### src/rtl/vrams_scan_reader.sv
// Raster-order reader for the 6x8 tile VRAM: walks tile addresses with the VGA timing and emits 12-bit RGB
// two pix_en cycles behind hs/vs/de. Define VRAMS_BORDER_EN to draw a white outline on tiles with word bit 15 set.
module vrams_scan_reader #(
  parameter int TILE_COLS = 8,
  parameter int TILE_ROWS = 6,
  parameter int TILE_W    = 80,
  parameter int TILE_H    = 80,
  parameter int ADDR_W    = 6
) (
  input  logic              clk,
  input  logic              rst,
  input  logic              pix_en,
  input  logic              hs_in,
  input  logic              vs_in,
  input  logic              de_in,
  output logic [ADDR_W-1:0] VRAMSR_addr,
  input  logic [15:0]       VRAMS_out,
  output logic              hs_out,
  output logic              vs_out,
  output logic              de_out,
  output logic [11:0]       rgb_out,
  output logic              frame_done
);

  localparam int PX_W  = (TILE_W    > 1) ? $clog2(TILE_W)    : 1;
  localparam int COL_W = (TILE_COLS > 1) ? $clog2(TILE_COLS) : 1;
  localparam int LN_W  = (TILE_H    > 1) ? $clog2(TILE_H)    : 1;
  localparam int ROW_W = $clog2(TILE_ROWS + 1);

  localparam logic [PX_W-1:0]  PX_LAST  = PX_W'(TILE_W - 1);
  localparam logic [COL_W-1:0] COL_LAST = COL_W'(TILE_COLS - 1);
  localparam logic [LN_W-1:0]  LN_LAST  = LN_W'(TILE_H - 1);
  localparam logic [ROW_W-1:0] ROW_OOB  = ROW_W'(TILE_ROWS);
  localparam logic [ROW_W-1:0] ROW_LAST = ROW_W'(TILE_ROWS - 1);

  // Scan position counters
  logic [PX_W-1:0]  px_q,  px_d;
  logic [COL_W-1:0] col_q, col_d;
  logic [LN_W-1:0]  ln_q,  ln_d;
  logic [ROW_W-1:0] row_q, row_d;

  // Stage 1
  logic [11:0] word_q;
  logic        oob_q, last_q;
  logic        hs_s1_q, vs_s1_q, de_s1_q;

  // Stage 2
  logic [11:0] rgb_q, rgb_d;
  logic        hs_s2_q, vs_s2_q, de_s2_q;
  logic        frame_done_q, frame_done_d;

  logic oob, last_line;

  assign oob       = (row_q == ROW_OOB);
  assign last_line = (row_q == ROW_LAST) && (ln_q == LN_LAST);

  // Out-of-area rows park the address at 0 instead of running past the table.
  assign VRAMSR_addr = oob ? '0
                           : ADDR_W'(row_q) * ADDR_W'(TILE_COLS) + ADDR_W'(col_q);

  // NOTE: every signal written here gets a default first, so no path can infer a latch.
  always_comb begin
    px_d  = px_q;
    col_d = col_q;
    ln_d  = ln_q;
    row_d = row_q;
    if (vs_in) begin
      px_d  = '0;
      col_d = '0;
      ln_d  = '0;
      row_d = '0;
    end else if (de_in) begin
      if (px_q == PX_LAST) begin
        px_d = '0;
        if (col_q != COL_LAST) col_d = col_q + COL_W'(1);
      end else begin
        px_d = px_q + PX_W'(1);
      end
    end else if (de_s1_q) begin
      px_d  = '0;
      col_d = '0;
      if (ln_q == LN_LAST) begin
        ln_d = '0;
        if (row_q != ROW_OOB) row_d = row_q + ROW_W'(1);
      end else begin
        ln_d = ln_q + LN_W'(1);
      end
    end
  end

`ifdef VRAMS_BORDER_EN
  logic border_q, edge_q;
  logic unused_word;
  assign unused_word = ^VRAMS_out[14:12];

  always_ff @(posedge clk or negedge rst) begin
    if (!rst) begin
      border_q <= 1'b0;
      edge_q   <= 1'b0;
    end else if (pix_en) begin
      border_q <= VRAMS_out[15];
      edge_q   <= (px_q == '0) || (px_q == PX_LAST) || (ln_q == '0) || (ln_q == LN_LAST);
    end
  end
`else
  logic unused_word;
  assign unused_word = ^VRAMS_out[15:12];
`endif

  always_comb begin
    rgb_d = 12'h000;
    if (de_s1_q && !oob_q) begin
      rgb_d = word_q;
`ifdef VRAMS_BORDER_EN
      if (border_q && edge_q) rgb_d = 12'hFFF;
`endif
    end
  end

  // Fires as de_out drops after the final line of the last tile row.
  assign frame_done_d = pix_en && de_s2_q && !de_s1_q && last_q;

  // NOTE: state registers use non-blocking assignments so every flop samples pre-edge values.
  always_ff @(posedge clk or negedge rst) begin
    if (!rst) begin
      px_q    <= '0;
      col_q   <= '0;
      ln_q    <= '0;
      row_q   <= '0;
      word_q  <= '0;
      oob_q   <= 1'b0;
      last_q  <= 1'b0;
      hs_s1_q <= 1'b0;
      vs_s1_q <= 1'b0;
      de_s1_q <= 1'b0;
      rgb_q   <= '0;
      hs_s2_q <= 1'b0;
      vs_s2_q <= 1'b0;
      de_s2_q <= 1'b0;
    end else if (pix_en) begin
      px_q    <= px_d;
      col_q   <= col_d;
      ln_q    <= ln_d;
      row_q   <= row_d;
      word_q  <= VRAMS_out[11:0];
      oob_q   <= oob;
      last_q  <= last_line;
      hs_s1_q <= hs_in;
      vs_s1_q <= vs_in;
      de_s1_q <= de_in;
      rgb_q   <= rgb_d;
      hs_s2_q <= hs_s1_q;
      vs_s2_q <= vs_s1_q;
      de_s2_q <= de_s1_q;
    end
  end

  // Clocked every clk so the pulse is exactly one clk wide.
  always_ff @(posedge clk or negedge rst) begin
    if (!rst) frame_done_q <= 1'b0;
    else      frame_done_q <= frame_done_d;
  end

  assign hs_out     = hs_s2_q;
  assign vs_out     = vs_s2_q;
  assign de_out     = de_s2_q;
  assign rgb_out    = rgb_q;
  assign frame_done = frame_done_q;

endmodule

### config.mk
export PLATFORM = sky130hd
export DESIGN_NAME = vrams_scan_reader
export DESIGN_NICKNAME = d
export VERILOG_FILES = /design/src/rtl/vrams_scan_reader.sv
export SDC_FILE = /design/constraint.sdc
export NUM_CORES = 1
export LEC_CHECK = 0
export CAP_MARGIN = 5
export CORE_ASPECT_RATIO = 0.7
export CORE_MARGIN = 1.5
export CORE_UTILIZATION = 40
export CTS_CLUSTER_SIZE = 25
export DETAILED_ROUTE_END_ITERATION = 7
export GPL_TIMING_DRIVEN = 0
export PLACE_DENSITY = 0.71
export SLEW_MARGIN = 20
export SYNTH_ARGS = -nofsm -noshare
export SYNTH_HDL_FRONTEND = slang
export SYNTH_SLANG_ARGS = --single-unit
### constraint.sdc
create_clock -name clk -period 2.3 [get_ports clk]
set_input_delay 0.23 -clock clk [delete_from_list [all_inputs] [get_ports clk]]
set_output_delay 0.23 -clock clk [all_outputs]
set_load 0.02 [all_outputs]
==> flow_metrics.tcl, run 1 <==
set metrics [dict create \
    synth_top_cell_by_area "dfrtp_1" \
    clock_path_buffers 2 \
    synth_area_per_cell_sq_um 10.54 \
    dr.pass1.iters 4 \
    worst-path-max-fanout 5 \
    reg2reg_from "row_q[0]" \
    r2r_cells 5 \
    drtIter0Drc 87 \
    rsz0062_at_grt "false" \
    grt_max_degree 54 \
    finalCriticalPeriod_ns 2.186 \
    slew_headroom 0.5198 \
    clk_latency_ns 0.31 \
    final_net_count 309 \
    hold_end "de_out" \
    synthTopCellsByArea "dfrtp_1 (54%), mux2_2 (7.7%), o21ai_0 (4.2%)" \
    synth_edf_count 0 \
    holdPathStages 3 \
    yosys.area.top_type_share 0.5356 \
    fin_skew_ns 0.008044 \
    io_pins 44 \
    critPathArrivalTime_ns 1.96 \
    ys_seq_area_frac 0.5356 \
    worst_pin_slew_ns 0.7160 \
    synth-seq-cells 53 \
    hold_slack_ns 0.2880 \
    ys_types 46 \
    design_area_sq_um 3044 \
    core-area_sq_um 5842 \
    required_ns 2.07 \
    synth.yosys.warnings 0 \
    path_clk_slew_ns 0.10 \
    p_leak_nw 1.302 \
    die_area_sq_um 6679 \
    antenna_cells 0 \
    vias_per_cell 5.166 \
    floorplan.initialDensity 0.4239 \
    die_y_um 68.83 \
    gp_congestion 0.7867 \
    cp-start-kind "flop" \
    synth_area_sq_um 2476 \
    finalSetupViolCount 0 \
    postSynth.asyncResetShare 1.000 \
    num_vias 1839 \
    final_common_cell "dfrtp_1" \
    antenna_violating_nets_post_route 0 \
    io_buffers 37 \
    regArea_sq_um 1328 \
    h-tree-depth 2 \
    vdd_drop_max_v 0.0002781 \
    multiInputGateArea_sq_um 1031 \
    critical_path_class "reg -> out" \
    grt.overflow.total 0 \
    cp-end-kind "output pin" \
    chipWidth_um 97.04 \
    final_cell_mix "dfrtp_1 (52), clkdlybuf4s50_1 (36), nand2_1 (25)" \
    nFillCells 535 \
    synth-main-ff-cell "dfrtp_1" \
    powerDensity_nw_per_um2 707.3 \
    dpl_cell_area_sq_um 2938 \
    clkSinkCount 53 \
    syn_nets 264 \
    min_path_type "in -> reg" \
    areaGrowthSynthToFinish_pct 22.94 \
    r2r-end "row_q[0]" \
    slew_violations 0 \
    synthCells 235 \
    rows 23 \
    cap_violations 0 \
    hold_viol_final 0 \
    fin_crit_sh 0.9504 \
    cts_buffers 5 \
    grt_pass1_wl_mm 8.487 \
    remaining_drc_errors 0 \
    cts_tree "done" \
    dp_hpwl_mm 3.502 \
    antenna_found_initial 0 \
    cts_setup_buffers 0 \
    routedWlPerCell_um 13.91 \
    cts_root_buf "clkbuf_8" \
    grt.total_usage 0.1626 \
    fmax_mhz 457.5 \
    worstHoldStart "pix_en" \
    outcome "completed" \
    reg2reg_setup_slack_ns 0.41 \
    first_global_vias 1781 \
    routed_wl_mm 4.953 \
    layout-drive-gt1-share 0.1281 \
]
sequential cells by signal, summed over array words and instances, names as in the netlist:
register,count
de_out,1
ln_q,7
px_q,7
frame_done,1
rgb_out,12
word_q,12
vs_s1_q,1
last_q,1
de_s1_q,1
hs_s1_q,1
hs_out,1
col_q,3
oob_q,1
row_q,3
vs_out,1
repair_timing:
item | 4_1_cts | 5_1_grt
endpoints found under the setup margin | 0 | 3
gates resized for setup | 0 | 1
endpoints found under the hold margin | 53 | 0
hold buffers | 1 | 0
how the worst max path moves through the flow:
stage	start	to	slack [ns]	depth (start not counted)
after floorplan	col_q[0]	col_q[0]	0.55	5
after global placement	rst	px_q[0]	-0.63	1
after detailed placement	de_in	px_q[4]	0.36	5
after CTS	row_q[0]	VRAMSR_addr[1]	0.05	5
after global routing	row_q[0]	VRAMSR_addr[2]	0.02	5
final	row_q[0]	VRAMSR_addr[2]	0.11	5
per-layer routing:
| layer | vias to the layer above | global-route usage | wire [um] |
|---|---|---|---|
| li1 | 916 | - | - |
| met1 | 889 | 0.2232 | 2552 |
| met2 | 30 | 0.2526 | 2115 |
| met3 | 4 | 0.04133 | 241 |
| met4 | 0 | 0.05978 | 43 |
| met5 | - | 0 | 0 |
report_power, final:
| part | leakage (nW) | total [mW] | switching, mW | internal, mW |
|---|---|---|---|---|
| Combinational | 0.588 | 0.461 | 0.238 | 0.223 |
| Clock | 0.0423 | 0.555 | 0.333 | 0.222 |
| Sequential | 0.672 | 1.14 | 0.0951 | 1.04 |
| Total | 1.30 | 2.15 | 0.666 | 1.49 |
logic make-up (layout without fill, tap and decap cells):
family / after synthesis / count (layout) / synth area share
and+or+nand+nor: 71 / 71 / 0.1531
AOI/OAI and AO/OA: 54 / 54 / 0.1425
DFF: 53 / 53 / 0.5356
buffers and inverters: 31 / 77 / 0.04801
muxes: 19 / 19 / 0.08540
adders and majority gates: 7 / 7 / 0.03537
layout make-up:
cell class,count,area share
tap,75,0.03083
sequential,53,0.4361
timing repair buffer,38,0.1241
buffer,10,0.01315
multi-input combinational,151,0.3387
clock inverter,3,0.008631
clock buffer,5,0.02261
inverter,21,0.02589
worst max-delay path: stages, from the launching register on:
cell and delay [ns]:
dfrtp_2 0.46, inv_1 0.11, ha_1 0.24, nand2_1 0.13, and2_1 0.18, clkdlybuf4s50_1 0.53
metrics by stage:
stage          instances  power, mW  TNS (ns)  setup slack, ns    util
2_1_floorplan        235      1.413         0           0.5452       -
3_3_place_gp         347      1.603    -33.02          -0.6265  0.5033
3_5_place_dp         347      1.619         0           0.3614  0.5029
4_1_cts              356      2.182         0          0.04642  0.5209
5_1_grt              356      2.284         0          0.02131  0.5211
6_report             356      2.153         0           0.1140  0.5211
Yosys cell counts, types with 2 or more instances:
cell type,n
o31ai_1,2
nor2b_1,5
a21o_1,3
nand3_2,2
nand2_1,25
o41ai_1,2
a311o_1,2
ha_1,7
and2_1,4
nor3_1,3
dfrtp_1,53
mux2_2,17
o2bb2ai_1,2
inv_1,21
a21oi_1,7
clkbuf_1,6
nor2_1,7
and3_1,2
mux2i_1,2
nor4_1,2
nand3_1,9
nand2b_1,3
buf_1,2
o21ai_0,21
buf_2,2
o211ai_1,3
a22oi_1,2
(Power assumes the default switching activity.)
==> inputs of run 2 (changes only) <==
Settings changed: SETUP_SLACK_MARGIN from default to 0.02.
==> results of run 2 <==
The final DEF is identical to that of run 1; final timing and power are the same.
